<file path="src/rtl/dds_sweep_ctl.sv">
// DDS frequency sweep controller: steps a tuning word from start to stop,
// handshaking each point with the DDS and holding it for a dwell period.
module dds_sweep_ctl #(
  parameter int unsigned FW = 32,
  parameter int unsigned DW = 20
) (
  input  logic          clk,
  input  logic          rst,
  input  logic          start,
  input  logic          abort,
  input  logic          continuous,
  input  logic [FW-1:0] start_word,
  input  logic [FW-1:0] stop_word,
  input  logic [FW-1:0] step_word,
  input  logic [DW-1:0] dwell,
  input  logic          upd_ack,
  output logic [FW-1:0] frq_word,
  output logic          upd_req,
  output logic          busy,
  output logic          done,
  output logic [15:0]   pt_idx
);

  typedef enum logic [1:0] {IDLE, REQ, DWELL} state_t;

  state_t        state, state_nxt;
  logic [FW-1:0] sh_start, sh_stop, sh_step;
  logic [DW-1:0] sh_dwell, cnt, dwell_m1;
  logic          sh_cont;
  logic [FW:0]   next_sum;
  logic          last_dwell, sweep_end;
  logic          do_load, do_ack, do_adv, do_wrap, do_done;

  assign upd_req = (state == REQ);
  assign busy    = (state != IDLE);

  always_comb begin
    state_nxt  = state;
    do_load    = 1'b0;
    do_ack     = 1'b0;
    do_adv     = 1'b0;
    do_wrap    = 1'b0;
    do_done    = 1'b0;
    // frq_word doubles as the current sweep point
    next_sum   = {1'b0, frq_word} + {1'b0, sh_step};
    last_dwell = (cnt == '0);
    sweep_end  = (frq_word == sh_stop) || (sh_step == '0) || (frq_word > sh_stop);
    dwell_m1   = (sh_dwell == '0) ? '0 : sh_dwell - DW'(1);
    case (state)
      IDLE: begin
        if (start) begin
          do_load   = 1'b1;
          state_nxt = REQ;
        end
      end
      REQ: begin
        if (upd_ack) begin
          do_ack    = 1'b1;
          state_nxt = DWELL;
        end
      end
      DWELL: begin
        if (last_dwell) begin
          if (sweep_end) begin
            do_done = 1'b1;
            if (sh_cont) begin
              do_wrap   = 1'b1;
              state_nxt = REQ;
            end else begin
              state_nxt = IDLE;
            end
          end else begin
            do_adv    = 1'b1;
            state_nxt = REQ;
          end
        end
      end
      default: state_nxt = IDLE;
    endcase
    // abort overrides every other event in the same cycle
    if (abort) begin
      state_nxt = IDLE;
      do_load   = 1'b0;
      do_ack    = 1'b0;
      do_adv    = 1'b0;
      do_wrap   = 1'b0;
      do_done   = 1'b0;
    end
  end

  always_ff @(posedge clk) begin
    if (rst) begin
      state    <= IDLE;
      frq_word <= '0;
      pt_idx   <= '0;
      cnt      <= '0;
      done     <= 1'b0;
      sh_start <= '0;
      sh_stop  <= '0;
      sh_step  <= '0;
      sh_dwell <= '0;
      sh_cont  <= 1'b0;
    end else begin
      state <= state_nxt;
      done  <= do_done;
      if (do_load) begin
        sh_start <= start_word;
        sh_stop  <= stop_word;
        sh_step  <= step_word;
        sh_dwell <= dwell;
        sh_cont  <= continuous;
        frq_word <= start_word;
        pt_idx   <= '0;
      end
      if (do_ack) begin
        cnt <= dwell_m1;
      end else if (state == DWELL && !last_dwell) begin
        cnt <= cnt - DW'(1);
      end
      // carry out of the add counts as overshoot, clamping to stop
      if (do_adv) begin
        frq_word <= (next_sum > {1'b0, sh_stop}) ? sh_stop : next_sum[FW-1:0];
        pt_idx   <= pt_idx + 16'd1;
      end
      if (do_wrap) begin
        frq_word <= sh_start;
        pt_idx   <= '0;
      end
    end
  end

endmodule

</file>
<file path="config.mk">
export PLATFORM = sky130hd
export DESIGN_NAME = dds_sweep_ctl
export DESIGN_NICKNAME = d
export VERILOG_FILES = /design/src/rtl/dds_sweep_ctl.sv
export SDC_FILE = /design/constraint.sdc
export NUM_CORES = 1
export LEC_CHECK = 0
export CAP_MARGIN = 10
export CORE_ASPECT_RATIO = 0.8
export CORE_UTILIZATION = 37
export DETAILED_ROUTE_END_ITERATION = 8
export GPL_TIMING_DRIVEN = 0
export PLACE_DENSITY = 0.65
export SLEW_MARGIN = 10
export SYNTH_ARGS = -nofsm -noshare
export SYNTH_HDL_FRONTEND = slang
export SYNTH_SLANG_ARGS = --single-unit
</file>
<file path="constraint.sdc">
create_clock -name clk -period 11.5 [get_ports clk]
set_input_delay 3.45 -clock clk [delete_from_list [all_inputs] [get_ports clk]]
set_output_delay 3.45 -clock clk [all_outputs]
set_load 0.1 [all_outputs]
</file>
==> summary.md <==
| Metric | Value |
|---|---|
| Outcome | complete, no violations |
| Fraction of layout cells with a size suffix above 1 | roughly 3.0% |
| CP startpoint kind | flop |
| Fmax | between 0.15 and 0.2 GHz |
| Worst-path clk slew | roughly 0.070 ns |
| Syn nets | between 1500 and 2000 |
| RR Startpoint | frq_word[6] |
| Final Hold Vio Count | 0 |
| Peak VDD IR | roughly 110 uV |
| Critical Path End Type | flop |
| Clock skew | between 0.015 and 0.02 ns |
| Clock network latency to the later pin of the worst-skew pair | 0.45 ns |
| Final min period | 6.536 ns |
| Worst r2r path cells | 20 |
| Hold endpoint | sh_start[29] |
| Setup TNS | 0 ns |
| Avg Inst Size Synth | 7.418 um2 |
| CP max FO | 10 |
| Top cells by area, synth | dfxtp_1 (33%), nand2_1 (12%), ha_1 (11%) |
| Post-placement cell area | about 0.014 mm2 |
| WP data arrival | about 7 ns |
| CTS Buf Count | 17 |
| Seq/Total Area, Yosys | 32.73% |
| GRT Total Usage | between 20 and 30% |
| Pins Over Slew Limit | 0 |
| Hold path start | sh_start[29] |
| Worst rel slew slack | around a third |
| WL/cell | around 19 um |
| Placed wire-length estimate | around 32000 um |
| Final period utilization | a little under three fifths |
| Design Area, Final | 0.01436 mm2 |
| Final non-filler cell total | between 2000 and 2500 |
| # clock sinks | around 190 |
| Resize count post-CTS | 0 |
| Yosys top cell by area | dfxtp_1 |
| Worst Path Required | ~12 ns |
| Slew at the pin closest to its max-slew limit | 1.004 ns |
| Hold Path Cell Cnt | 2 |
| Hold Crit Class | flop to flop |
| Global-route wire length before repair | approximately 63000 um |
| Final setup fails | 0 |
| Clock Tree Root | clkbuf_16 |
| Initial antenna violation count | 0 |
| Multi-input combinational cell area | approximately 0.0072 mm2 |
| CTS H-tree depth | 4 |
| Via count | around 12000 |
| Fraction of registers with async set or reset after synthesis | 0% |
| EDFF count, synth | 0 |
| PwrDens | approximately 130 mW/mm2 |
| Gpl congestion | around 0.96 |
| Vias in the first global route | 11080 |
| Number of port buffers | roughly 170 |
| Placed insts | about 2100 |
| Routed Wire Length | about 40000 um |
| Commonest register cell after synthesis | dfxtp_1 |
| Die W | 199.1 um |
| Yosys cell types | 72 |
| Router iterations before antenna repair | 5 |
| R2R Setup Slk | a little under 5 ns |
| Chip Height | 159.7 um |
| GR Overflow Total | 0 |
| Post-synthesis register bit count | between 150 and 200 |
| Num rows | 57 |
| Fillers | around 3100 |
| Total die area | approximately 0.032 mm2 |
| Cts hold-fix bufs | 0 |
| Final Util | between 40% and 50% |
| Area Overhead vs Synth | 24.88% |
| Nets | 1962 |
| Max Cap Viol | 0 |
| Area occupied by registers | 0.003764 mm2 |
| Total chip power | 0.001839 W |
| Starting Density | between 30% and 40% |
| Setup Fix Bufs, Post-CTS | 0 |
| Vias per cell | 5.573 |
| Clock buffer depth | 2 |
| CTS tree | built |
| # diodes | 0 |
| I/O Pins | 173 |
| Post-synth top area share | about 33% |
| DR iter-0 viols | about 1200 |
| Largest net degree at the start of global routing | 17 |
| Synthesized instance count | 1550 |
| Detailed-route DRC error count | 0 |
| Synth Warn # | 0 |
| Leak pwr | around 5.5 nW |
| R2R Path End | frq_word[29] |
| Crit Path Class | flop to flop |
| Synth Cell Area | roughly 0.011 mm2 |
| DRT antenna net count | 0 |
| RSZ-0062 raised after global routing | no |
| Core area | ~0.030 mm2 |
==> critical path, cell delays in order, from the launching register on <==
cell and delay [ns]:
dfxtp_1 0.39, ha_1 0.31, clkbuf_1 0.29, a21oi_1 0.12, o21ai_0 0.29, nand2_1 0.15
a2111oi_0 0.88, o2111ai_1 0.39, nand4_1 0.19, nand4_1 0.21, ha_1 0.39, nand4_1 0.16
nor4_1 0.48, nand4_1 0.14, o21ai_0 0.10, o2bb2ai_1 0.15, o211a_1 0.17, clkbuf_1 0.46
buf_1 0.61, mux2i_1 0.38, a21oi_1 0.11
==> power breakdown <==
part           leakage, nW  switching (W)  total [W]  internal, W
Combinational         3.63       0.000304   0.000473     0.000169
Clock                0.303       0.000278   0.000655     0.000377
Sequential            1.53      0.0000329   0.000712     0.000679
Total                 5.47       0.000614    0.00184      0.00122
==> placed cells by master, fill, tap and decap left out, drive strengths merged, types with 4 or more instances in the layout <==
master         netlist  layout
inv                 58      62
mux2                 4       4
nor4                18      18
buf                  8       8
nor2                91      91
nand4               18      18
a211oi              23      23
o221ai              25      25
xnor2               31      31
o21ai               62      62
clkdlybuf4s50        0     171
nor2b                4       4
o21a                 4       4
clkbuf              73      92
o22ai                4       4
and3                16      16
o21bai               5       5
nand3b               8       8
nand3               27      27
a22o                 4       4
nand2b               5       5
or2                  7       7
a21o                 9       9
o31ai               15      15
ha                  99      99
or3                  9       9
a21oi              216     216
o2111ai              5       5
a211o                5       5
mux2i                5       5
dfxtp              188     188
a31oi                4       4
bufinv               0       4
nand2              356     356
xor2                16      16
nor3                65      65
a2111oi              7       7
o211ai              13      13
or4                  8       8
==> area by class of cell <==
| class | count | share of cell area [%] |
|---|---|---|
| inverters | 58 | 1.516 |
| plain buffers | 81 | 2.187 |
| flip-flops and latches | 188 | 26.21 |
| clock buffers | 19 | 3.154 |
| well taps | 413 | 3.599 |
| multi-input cells | 1223 | 50.17 |
| clock inverters | 11 | 1.246 |
| repair buffers | 171 | 11.92 |
==> routing by layer <==
layer	vias to the layer above	part of all wire, %	GRT usage (%)
met4	0	2.4	7.762
met3	49	9.8	6.294
li1	5893	-	-
met5	-	0	0
met2	490	40	35.62
met1	5629	48	38.57
==> Yosys cell counts (4+ instances only) <==
library cell / n
o21a_1: 4
or4_1: 7
or3_1: 8
buf_2: 5
nor4_1: 18
nand3_1: 27
xor2_1: 16
nor2_1: 89
inv_1: 58
o31ai_1: 15
a21oi_1: 215
nor2b_1: 4
o21bai_1: 5
a211oi_1: 22
o211ai_1: 13
xnor2_1: 31
mux2i_1: 5
and3_1: 16
a211o_1: 5
clkbuf_1: 73
dfxtp_1: 188
a31oi_1: 4
nand2_1: 356
a2111oi_0: 7
o22ai_1: 4
nand4_1: 18
nand3b_1: 8
o21ai_0: 45
o2111ai_1: 5
ha_1: 99
or2_2: 4
a21o_1: 9
a22o_1: 4
nand2b_1: 5
o21ai_1: 17
o221ai_1: 25
nor3_1: 62
==> cells by family after synthesis <==
group | count (synthesis) | share of synthesized area [%]
AO/OA/AOI/OAI | 425 | 22.51
XOR/XNOR | 47 | 3.580
adder cells (fa/ha/maj) | 100 | 10.95
buffers and inverters | 139 | 4.625
flip-flops | 188 | 32.73
multiplexers | 9 | 0.8270
AND/OR/NAND/NOR | 642 | 24.78
==> through the flow <==
step | setup WS (ns) | hold slack [ns]
floorplan | 6.272 | 0.4322
global placement | 5.073 | 0.4396
detailed placement | 5.077 | 0.4460
CTS | 5.320 | 0.4557
global route | 4.796 | 0.4727
finish | 4.964 | 0.4534
==> state kept, by name, summed over array words and instances (netlist names) <==
signal    flops
pt_idx       16
sh_start     32
sh_cont       1
sh_stop      32
sh_step      32
frq_word     32
cnt          20
sh_dwell     20
state         2
done          1
==> how the worst max path moves through the flow <==
stage / end / cells after the start / slack [ns] / startpoint
6_report: frq_word[29] / 20 / 4.96 / frq_word[6]
3_3_place_gp: sh_stop[4] / 6 / 5.07 / abort
2_1_floorplan: frq_word[21] / 19 / 6.27 / frq_word[6]
3_5_place_dp: sh_stop[31] / 6 / 5.08 / abort
5_1_grt: frq_word[29] / 20 / 4.80 / frq_word[6]
4_1_cts: frq_word[29] / 20 / 5.32 / frq_word[6]
(Power assumes the default switching activity.)
